==> src/rtl/tw_cmd_decoder.sv <==
// -----------------------------------------------------------------------------
// tw_cmd_decoder
//
// Protocol layer sitting between the FT2232H FIFO byte interface and the
// three-wire (3W) master. Host command bytes are parsed into PING, ECHO, READ
// and WRITE frames. READ and WRITE frames issue one 3W transaction each. Every
// frame produces response bytes, which are serialised back to the FIFO
// transmit side.
//
// Frames (host -> decoder : decoder -> host)
//   PING  : 01                    : A5
//   ECHO  : 02, b                 : b
//   READ  : 03, addr              : DATA_BYTES of read data
//   WRITE : 04, addr, data        : A5
//   other : op                    : EE
// The address is sent MSB-first. Data is sent LSB-first in both directions.
//
// Parameters
//   ADDRESS_BITS       3W address width
//   DATA_BITS          3W data width
//   RX_TIMEOUT_CYCLES  idle cycles allowed between bytes of one command
//
// Ports
//   in_clk          system clock
//   in_reset        asynchronous active-high reset
//   in_rx_data      command byte from the FIFO receive side
//   in_rx_valid     in_rx_data is valid
//   out_rx_ready    decoder accepts a byte this cycle
//   out_tx_data     response byte to the FIFO transmit side
//   out_tx_valid    out_tx_data is valid
//   in_tx_ready     transmit side accepts the byte this cycle
//   out_tw_start    one-cycle pulse that starts a 3W transaction
//   out_tw_wr       1 = write, 0 = read; stable from start until done
//   out_tw_addr     3W address; stable from start until done
//   out_tw_wr_data  3W write data; stable from start until done
//   in_tw_rd_data   read data, valid while in_tw_done is high
//   in_tw_done      one-cycle pulse marking the end of the 3W transaction
// -----------------------------------------------------------------------------
module tw_cmd_decoder #(
  parameter int ADDRESS_BITS      = 16,
  parameter int DATA_BITS         = 32,
  parameter int RX_TIMEOUT_CYCLES = 65535
) (
  input  logic                    in_clk,
  input  logic                    in_reset,
  input  logic [7:0]              in_rx_data,
  input  logic                    in_rx_valid,
  output logic                    out_rx_ready,
  output logic [7:0]              out_tx_data,
  output logic                    out_tx_valid,
  input  logic                    in_tx_ready,
  output logic                    out_tw_start,
  output logic                    out_tw_wr,
  output logic [ADDRESS_BITS-1:0] out_tw_addr,
  output logic [DATA_BITS-1:0]    out_tw_wr_data,
  input  logic [DATA_BITS-1:0]    in_tw_rd_data,
  input  logic                    in_tw_done
);

  localparam int ADDR_BYTES = (ADDRESS_BITS + 7) / 8;
  localparam int DATA_BYTES = (DATA_BITS + 7) / 8;
  localparam int ADDR_W8    = ADDR_BYTES * 8;
  localparam int DATA_W8    = DATA_BYTES * 8;
  localparam int MAX_BYTES  = (ADDR_BYTES > DATA_BYTES) ? ADDR_BYTES : DATA_BYTES;
  localparam int CNT_W      = $clog2(MAX_BYTES + 1);
  localparam int TO_W       = $clog2(RX_TIMEOUT_CYCLES + 1);

  localparam logic [7:0] OP_PING  = 8'h01;
  localparam logic [7:0] OP_ECHO  = 8'h02;
  localparam logic [7:0] OP_READ  = 8'h03;
  localparam logic [7:0] OP_WRITE = 8'h04;
  localparam logic [7:0] RSP_ACK  = 8'hA5;
  localparam logic [7:0] RSP_NAK  = 8'hEE;

  localparam logic [CNT_W-1:0] ADDR_LAST = CNT_W'(ADDR_BYTES - 1);
  localparam logic [CNT_W-1:0] DATA_LAST = CNT_W'(DATA_BYTES - 1);
  localparam logic [TO_W-1:0]  TO_LAST   = TO_W'(RX_TIMEOUT_CYCLES - 1);

  typedef enum logic [2:0] {
    IDLE,
    GET_ECHO,
    GET_ADDR,
    GET_DATA,
    TW_START,
    TW_WAIT,
    SEND
  } state_t;

  state_t             state;
  state_t             next_state;

  logic               rx_enable;
  logic               is_write;
  logic [CNT_W-1:0]   byte_cnt;
  logic [TO_W-1:0]    idle_cnt;
  logic [ADDR_W8-1:0] addr_shift;
  logic [DATA_W8-1:0] data_shift;
  logic [DATA_W8-1:0] tx_shift;
  logic [CNT_W-1:0]   tx_left;

  logic               rx_fire;
  logic               tx_fire;
  logic               rx_timeout;

  assign rx_fire    = in_rx_valid & out_rx_ready;
  assign tx_fire    = out_tx_valid & in_tx_ready;
  // The idle counter only runs in the receive states, so a match there while
  // no byte arrives means the host went silent mid-command.
  assign rx_timeout = (idle_cnt == TO_LAST) && !rx_fire;

  assign out_tx_data    = tx_shift[7:0];
  assign out_tw_wr      = is_write;
  assign out_tw_addr    = addr_shift[ADDRESS_BITS-1:0];
  assign out_tw_wr_data = data_shift[DATA_BITS-1:0];

  // State register.
  always_ff @(posedge in_clk or posedge in_reset) begin
    if (in_reset) begin
      state <= IDLE;
    end else begin
      state <= next_state;
    end
  end

  // Next-state logic and the state-decoded handshake outputs.
  // rx_enable keeps out_rx_ready low until the first clock edge after reset.
  always_comb begin
    next_state   = state;
    out_rx_ready = 1'b0;
    out_tx_valid = 1'b0;
    out_tw_start = 1'b0;
    unique case (state)
      IDLE: begin
        out_rx_ready = rx_enable;
        if (rx_fire) begin
          unique case (in_rx_data)
            OP_ECHO:           next_state = GET_ECHO;
            OP_READ, OP_WRITE: next_state = GET_ADDR;
            default:           next_state = SEND;
          endcase
        end
      end
      GET_ECHO: begin
        out_rx_ready = rx_enable;
        if (rx_fire) begin
          next_state = SEND;
        end else if (rx_timeout) begin
          next_state = IDLE;
        end
      end
      GET_ADDR: begin
        out_rx_ready = rx_enable;
        if (rx_fire) begin
          if (byte_cnt == ADDR_LAST) begin
            next_state = is_write ? GET_DATA : TW_START;
          end
        end else if (rx_timeout) begin
          next_state = IDLE;
        end
      end
      GET_DATA: begin
        out_rx_ready = rx_enable;
        if (rx_fire) begin
          if (byte_cnt == DATA_LAST) begin
            next_state = TW_START;
          end
        end else if (rx_timeout) begin
          next_state = IDLE;
        end
      end
      TW_START: begin
        out_tw_start = 1'b1;
        next_state   = TW_WAIT;
      end
      TW_WAIT: begin
        if (in_tw_done) begin
          next_state = SEND;
        end
      end
      SEND: begin
        out_tx_valid = 1'b1;
        if (tx_fire && (tx_left == CNT_W'(1))) begin
          next_state = IDLE;
        end
      end
      default: begin
        next_state = IDLE;
      end
    endcase
  end

  // Datapath: byte assembly, idle counting, response loading and shifting.
  // The address accumulates MSB-first by shifting left; write data arrives
  // LSB-first so it enters at the top and shifts right. Bits above the
  // configured widths simply fall off at the output slice.
  always_ff @(posedge in_clk or posedge in_reset) begin
    if (in_reset) begin
      rx_enable  <= 1'b0;
      is_write   <= 1'b0;
      byte_cnt   <= '0;
      idle_cnt   <= '0;
      addr_shift <= '0;
      data_shift <= '0;
      tx_shift   <= '0;
      tx_left    <= '0;
    end else begin
      rx_enable <= 1'b1;
      unique case (state)
        IDLE: begin
          if (rx_fire) begin
            is_write   <= (in_rx_data == OP_WRITE);
            byte_cnt   <= '0;
            idle_cnt   <= '0;
            addr_shift <= '0;
            data_shift <= '0;
            if (in_rx_data == OP_PING) begin
              tx_shift <= DATA_W8'(RSP_ACK);
              tx_left  <= CNT_W'(1);
            end else if ((in_rx_data != OP_ECHO) && (in_rx_data != OP_READ) &&
                         (in_rx_data != OP_WRITE)) begin
              tx_shift <= DATA_W8'(RSP_NAK);
              tx_left  <= CNT_W'(1);
            end
          end
        end
        GET_ECHO: begin
          if (rx_fire) begin
            tx_shift <= DATA_W8'(in_rx_data);
            tx_left  <= CNT_W'(1);
            idle_cnt <= '0;
          end else begin
            idle_cnt <= idle_cnt + TO_W'(1);
          end
        end
        GET_ADDR: begin
          if (rx_fire) begin
            addr_shift <= (addr_shift << 8) | ADDR_W8'(in_rx_data);
            byte_cnt   <= (byte_cnt == ADDR_LAST) ? '0 : byte_cnt + CNT_W'(1);
            idle_cnt   <= '0;
          end else begin
            idle_cnt <= idle_cnt + TO_W'(1);
          end
        end
        GET_DATA: begin
          if (rx_fire) begin
            data_shift <= (data_shift >> 8) | (DATA_W8'(in_rx_data) << (DATA_W8 - 8));
            byte_cnt   <= (byte_cnt == DATA_LAST) ? '0 : byte_cnt + CNT_W'(1);
            idle_cnt   <= '0;
          end else begin
            idle_cnt <= idle_cnt + TO_W'(1);
          end
        end
        TW_WAIT: begin
          if (in_tw_done) begin
            if (is_write) begin
              tx_shift <= DATA_W8'(RSP_ACK);
              tx_left  <= CNT_W'(1);
            end else begin
              tx_shift <= DATA_W8'(in_tw_rd_data);
              tx_left  <= CNT_W'(DATA_BYTES);
            end
          end
        end
        SEND: begin
          if (tx_fire) begin
            tx_shift <= tx_shift >> 8;
            tx_left  <= tx_left - CNT_W'(1);
          end
        end
        default: begin
        end
      endcase
    end
  end

endmodule
==> config.mk <==
export PLATFORM = sky130hd
export DESIGN_NAME = tw_cmd_decoder
export DESIGN_NICKNAME = d
export VERILOG_FILES = /design/src/rtl/tw_cmd_decoder.sv
export SDC_FILE = /design/constraint.sdc
export NUM_CORES = 1
export LEC_CHECK = 0
export CORE_ASPECT_RATIO = 0.75
export CORE_UTILIZATION = 52
export CTS_CLUSTER_DIAMETER = 40
export CTS_CLUSTER_SIZE = 20
export DETAILED_ROUTE_END_ITERATION = 8
export PLACE_DENSITY = 0.81
export SETUP_SLACK_MARGIN = 0.02
export SYNTH_ARGS = -nofsm -noshare
export SYNTH_HDL_FRONTEND = slang
export SYNTH_SLANG_ARGS = --single-unit
==> constraint.sdc <==
create_clock -name in_clk -period 4 [get_ports in_clk]
set_clock_uncertainty 0.15 [all_clocks]
set_input_delay 0.4 -clock in_clk [delete_from_list [all_inputs] [get_ports in_clk]]
set_output_delay 0.4 -clock in_clk [all_outputs]
set_load 0.005 [all_outputs]
==> qor.csv, run 1 <==
stage;metric;value;unit
sta;grt_setup_unrepaired;false;
sta;max_freq;367.6;MHz
logic_synthesis;ys_seq_area_frac;0.4940;
die;die_area;10840;µm²
die;coreArea;9891;µm²
cts;cts_root_buffer;clkbuf_16;
finish;final_nets;688;
global_route;grt_pass1_wl;21030;µm
sta;hold_viol_final;0;
cts;cts_tree;yes;
sta;tightest_slew;1043;ps
sta;slew_viol_final;0;
critical_path;cp.arrival;2170;ps
route;wl_per_cell;16.51;µm
route;routed_wl;12750;µm
cts;numCtsBuffers;9;
route;drc;0;
logic_synthesis;synth-edff-count;0;
route;dr.pass1.iters;5;
worst_hold_path;hold_path_class;reg -> reg;
critical_path;crit_path_max_fanout;28;
finish;final_cell_mix;110 x nand2_1, 107 x dfrtp_1, 104 x clkdlybuf4s50_1;
placed_design;placed_cells;756;
global_route;antenna_found_initial;0;
critical_path;required;3450;ps
route;routed-via-count;4454;
route;drtIter0Drc;379;
job;max_cap_violations;0;
route;viasPerCell;5.769;
die;pin_count;105;
logic_synthesis;avgSynthCellArea;9.873;µm²
critical_path;crit_type;reg -> out;
cts;ctsHoldBuffers;0;
sta;whs;331.6;ps
power_and_ir_drop;p_total;4.250;mW
cts;clk_pin_slew;80;ps
finish;final_area;6808;µm²
logic_synthesis;synthDistinctLibCells;67;
finish;drive_above_1_share;0.09688;
global_route;grt_max_degree;86;
placed_design;dp_slack;1139;ps
finish;multi_input_area;2432;µm²
finish;fin_cells;772;
cts;cts.sinks;107;
cts;post_cts_buffers;0;
logic_synthesis;synthesis.nets;602;
sta;tns;0;ps
sta;layout_setup_ws;1279;ps
sta;max_slew_margin;0.3044;
finish;n_antenna_cell;0;
cts;htree_levels;3;
power_and_ir_drop;ir_worst_vdd;0.3161;mV
global_route;grt_usage;0.2430;
placed_design;hpwlAfterDp;8947;µm
sta;min_period;2721;ps
die;initial_core_util;0.5480;
die;die_y;90.42;µm
logic_synthesis;syn_inst;549;
critical_path;endpoint_kind;output port;
finish;mostFrequentLayoutCell;nand2_1;
route;ant_nets;0;
cts;clkLatencyLatePin;350;ps
power_and_ir_drop;leakage;2.877;nW
cts;cts_resized;0;
die;die_x;119.9;µm
power_and_ir_drop;power_density;624.2;nW/µm²
cts;clockBufferDepth;2;
logic_synthesis;dominantRegCellSynth;dfrtp_1;
sta;post-route-period-util;0.6802;
sta;setup_viol;0;
finish;fillerInstances;760;
finish;final-seq-area;2678;µm²
logic_synthesis;synth-warning-count;0;
placed_design;placed_area;6504;µm²
die;rows;31;
finish;areaGrowthSynthToFinish;25.60;%
global_route;grt_pass1_vias;4260;
logic_synthesis;synth-seq-cells;107;
placed_design;port_buffers;104;
finish;finalCoreUtilization;0.6883;
critical_path;cp-start-kind;flip-flop;
global_route;gr-total-overflow;0;
logic_synthesis;synthesis.area;5420;µm²
run_status;status;completed;
logic_synthesis;async_flop_share;1.000;
placed_design;gp_congestion;0.8149;
[state kept, by name, indices dropped and copies added (netlist names)]
register	cells
idle_cnt	16
byte_cnt	3
out_tw_wr_data	32
out_tw_addr	16
state	3
tx_left	3
tx_shift	32
out_tw_wr	1
rx_enable	1
[cell usage after synthesis, drive strengths merged (3+ instances only)]
| cell type | n | area [µm²] |
|---|---|---|
| nor2 | 19 | 71.32 |
| a22o | 18 | 157.7 |
| dfrtp | 107 | 2678 |
| clkbuf | 18 | 67.56 |
| o22ai | 6 | 37.54 |
| mux2 | 21 | 300.3 |
| mux2i | 13 | 130.1 |
| nor3 | 5 | 35.03 |
| o22a | 3 | 26.28 |
| ha | 8 | 100.1 |
| buf | 20 | 142.6 |
| o21ai | 63 | 315.3 |
| nand2b | 5 | 31.28 |
| and3b | 3 | 26.28 |
| nor3b | 3 | 22.52 |
| inv | 27 | 101.4 |
| and3 | 3 | 18.77 |
| nor4 | 7 | 43.79 |
| nand4 | 7 | 43.79 |
| xnor2 | 4 | 35.03 |
| nand3 | 7 | 40.04 |
| a21oi | 14 | 92.59 |
| nor2b | 4 | 27.53 |
| a31oi | 3 | 18.77 |
| nand2 | 111 | 419.2 |
| o211ai | 3 | 22.52 |
| or3 | 6 | 42.54 |
| a211o | 4 | 35.03 |
| xor2 | 4 | 35.03 |
[where the power goes]
group | switching, mW | leakage (nW) | internal (mW)
Clock | 0.436 | 0.150 | 0.460
Sequential | 0.212 | 1.43 | 1.36
Combinational | 0.919 | 1.30 | 0.860
Total | 1.57 | 2.88 | 2.68
[critical path, stage by stage, from the launching register on]
cell and delay [ps]:
dfrtp_1 370, buf_4 300, clkinv_1 330, nor3_1 270, clkdlybuf4s50_1 540
[final timing paths]
| kind | startpoint | endpoint | slack (ps) | cells past startpoint |
|---|---|---|---|---|
| worst max-delay path | state[2]$_DFFE_PP0P_ | out_tw_start | 1280 | 4 |
| worst min-delay path | out_tw_wr_data[1]$_DFFE_PP0P_ | out_tw_wr_data[1]$_DFFE_PP0P_ | 330 | 2 |
| worst max register to register | state[0]$_DFFE_PP0P_ | tx_shift[6]$_DFFE_PP0P_ | 1360 | 7 |
| worst min register to register | out_tw_wr_data[1]$_DFFE_PP0P_ | out_tw_wr_data[1]$_DFFE_PP0P_ | 330 | 2 |
| max in group asynchronous | in_reset | tx_left[2]$_DFFE_PP0P_ | 2400 | 3 |
| min in group asynchronous | in_reset | out_tw_wr_data[7]$_DFFE_PP0P_ | 510 | 2 |
[final cells by class]
cell class	instances	share of cell area
Sequential cell	107	0.3933
Multi-Input combinational cell	376	0.3573
Timing Repair Buffer	113	0.1647
Clock buffer	10	0.03510
Tap cell	132	0.02426
Inverter	28	0.01581
Clock inverter	6	0.009557
[per-layer routing]
layer	GRT usage	wire length [µm]	share of wire	vias to the layer above
li1	-	-	-	2095
met4	0.07708	215	0.017	0
met2	0.3772	5880	0.46	169
met1	0.3445	5959	0.47	2169
met5	0	0	0	-
met3	0.04609	691	0.054	21
[cell families (layout without fill, tap and decap cells)]
family	after synthesis	after routing	share of synthesized area
AO/OA/AOI/OAI	138	138	0.1727
XOR/XNOR	8	8	0.01293
AND/OR/NAND/NOR	187	187	0.1637
flip-flops	107	107	0.4940
buffers and inverters	66	157	0.05817
adder cells (fa/ha/maj)	8	8	0.01847
other	1	1	0.0006919
multiplexers	34	34	0.07941
Note: power is estimated with default switching activity, not from simulation.
==> run 2: changes to the inputs <==
--- a/config.mk
+++ b/config.mk
@@ -6,11 +6,11 @@
 export NUM_CORES = 1
 export LEC_CHECK = 0
 export CORE_ASPECT_RATIO = 0.75
-export CORE_UTILIZATION = 52
+export CORE_UTILIZATION = 47
 export CTS_CLUSTER_DIAMETER = 40
 export CTS_CLUSTER_SIZE = 20
 export DETAILED_ROUTE_END_ITERATION = 8
-export PLACE_DENSITY = 0.81
+export PLACE_DENSITY = 0.77
 export SETUP_SLACK_MARGIN = 0.02
 export SYNTH_ARGS = -nofsm -noshare
 export SYNTH_HDL_FRONTEND = slang
==> constraint.sdc (replaced) <==
create_clock -name in_clk -period 2.4 [get_ports in_clk]
set_clock_uncertainty 0.15 [all_clocks]
set_input_delay 0.24 -clock in_clk [delete_from_list [all_inputs] [get_ports in_clk]]
set_output_delay 0.24 -clock in_clk [all_outputs]
set_load 0.005 [all_outputs]
==> qor.csv, run 2 (synthesized netlist as in run 1, its figures left out) <==
stage;metric;value;unit;change
run_status;status;completed;;
die;pin_count;105;;unchanged
critical_path;cp.arrival;1870;ps;-300 ps
placed_design;port_buffers;104;;unchanged
sta;grt_setup_unrepaired;false;;
route;drc;0;;unchanged
global_route;gr-total-overflow;0;;unchanged
cts;cts_tree;yes;;
route;wl_per_cell;16.07;µm;-2.7%
placed_design;hpwlAfterDp;9176;µm;+2.6%
cts;clockBufferDepth;2;;unchanged
route;viasPerCell;5.516;;-4.4%
critical_path;required;2010;ps;-1440 ps
die;die_y;95;µm;+5.1%
finish;areaGrowthSynthToFinish;29.29;%;
placed_design;gp_congestion;0.8416;;+3.3%
power_and_ir_drop;power_density;1043;nW/µm²;+67%
critical_path;critical-path-max-stage-delay;550;ps;about the same
sta;hold_viol_final;0;;unchanged
die;rows;33;;+6.5%
die;die_x;126;µm;+5.1%
global_route;grt_pass1_vias;4287;;+0.63%
cts;clkLatencyLatePin;350;ps;about the same
finish;final_area;7008;µm²;+2.9%
power_and_ir_drop;leakage;2.971;nW;+3.3%
placed_design;placed_cells;781;;+3.3%
critical_path;crit_buf_inv;2;;-1
global_route;grt_usage;0.2284;;-0.01460
worst_hold_path;hold_path_class;in -> async;;
route;drtIter0Drc;280;;-26%
power_and_ir_drop;ir_worst_vdd;0.5231;mV;+66%
finish;fin_cells;796;;+3.1%
finish;drive_above_1_share;0.1220;;+0.02508
critical_path;path_cells;nor2b_2 -> nand2_2 -> inv_2 -> clkdlybuf4s50_1;;
sta;min_period;2262;ps;
critical_path;critical-path-top-delay-family;buffers and inverters;;
route;routed-via-count;4391;;-1.4%
cts;cts_root_buffer;clkbuf_16;;
global_route;busiest_layer;met2;;
cts;cts.sinks;107;;unchanged
die;coreArea;11070;µm²;+12%
finish;mostFrequentLayoutCell;nand2_1;;
sta;post-route-period-util;0.9425;;
route;ant_nets;0;;unchanged
critical_path;crit_path_max_fanout;12;;-57%
sta;tightest_slew;644.4;ps;-399.0 ps
global_route;use_met2;0.3692;;-0.007923
finish;fillerInstances;900;;+18%
global_route;grt_util_met3;0.04306;;-0.003026
global_route;met1_usage;0.3146;;-0.02983
sta;layout_setup_ws;138.0;ps;-1141 ps
sta;max_freq;442.1;MHz;
critical_path;crit_type;reg -> out;;
die;initial_core_util;0.4898;;-0.05818
job;max_cap_violations;0;;unchanged
global_route;grt_max_degree;55;;-36%
finish;n_antenna_cell;0;;unchanged
sta;max_slew_margin;0.5704;;+0.2660
sta;tns;0;ps;unchanged
sta;slew_viol_final;0;;unchanged
finish;final_nets;705;;+2.5%
route;dr.pass1.iters;4;;-1
die;die_area;11970;µm²;+10%
cts;numCtsBuffers;9;;unchanged
critical_path;endpoint_kind;output port;;
finish;final_cell_mix;110 x nand2_1, 105 x dfrtp_1, 104 x clkdlybuf4s50_1;;
global_route;grt_pass1_wl;21580;µm;+2.6%
critical_path;cp-start-kind;flip-flop;;
cts;htree_levels;3;;unchanged
sta;setup_viol;0;;unchanged
placed_design;placed_area;6680;µm²;+2.7%
placed_design;dp_slack;71.00;ps;-1068 ps
route;routed_wl;12790;µm;+0.35%
cts;clk_pin_slew;70;ps;about the same
critical_path;critPathSlowestCell;clkdlybuf4s50_1;;
global_route;antenna_found_initial;0;;unchanged
cts;post_cts_buffers;0;;unchanged
-- run 2: cell type report --
class	instances	area, µm²	share of cell area
clock buffer	10	239.0	0.03410
clock inverter	5	86.33	0.01232
multi-input combinational	376	2432	0.3471
timing repair buffer	130	1286	0.1835
tap	140	175.2	0.02500
sequential	107	2680	0.3824
inverter	28	108.9	0.01553
-- run 2: path summary, 6_finish.rpt --
| kind | endpoint | start | slack, ps | cells after the start |
|---|---|---|---|---|
| max in group asynchronous | state[2]$_DFFE_PP0P_ | in_reset | 1380 | 3 |
| max | out_tx_valid | state[0]$_DFFE_PP0P_ | 140 | 4 |
| min in group in_clk | tx_shift[29]$_DFFE_PP0P_ | in_tw_rd_data[29] | 290 | 3 |
| min reg2reg | out_tw_wr_data[5]$_DFFE_PP0P_ | out_tw_wr_data[5]$_DFFE_PP0P_ | 330 | 2 |
| min | idle_cnt[14]$_DFFE_PP0P_ | in_reset | 120 | 2 |
| max reg2reg | tx_shift[22]$_DFFE_PP0P_ | state[0]$_DFFE_PP0P_ | 300 | 7 |
-- run 2: layer usage --
layer,vias to the layer above,routed length [µm],part of all wire
met3,13,612,0.048
met1,2124,6121,0.48
met5,-,0,0
met4,0,172,0.013
li1,2123,-,-
met2,131,5884,0.46
-- run 2: what timing repair did --
action                     CTS  global route
gates resized for setup      0             2
setup endpoints to repair    0             2
hold buffers                 0             0
-- run 2: power breakdown --
part / switching, mW / internal, mW
logic: 1.49 / 1.53
registers: 0.406 / 2.28
clock network: 0.667 / 0.945
total: 2.56 / 4.75
-- run 2: stage by stage --
stage          hold WS [ps]    util  power [mW]
4_1_cts               125.4  0.6331       7.348
3_3_place_gp          310.3  0.6037       5.594
2_1_floorplan         222.7       -       4.579
6_report              122.9  0.6333       7.310
5_1_grt               165.4  0.6333       7.779
3_5_place_dp          320.1  0.6037       5.707
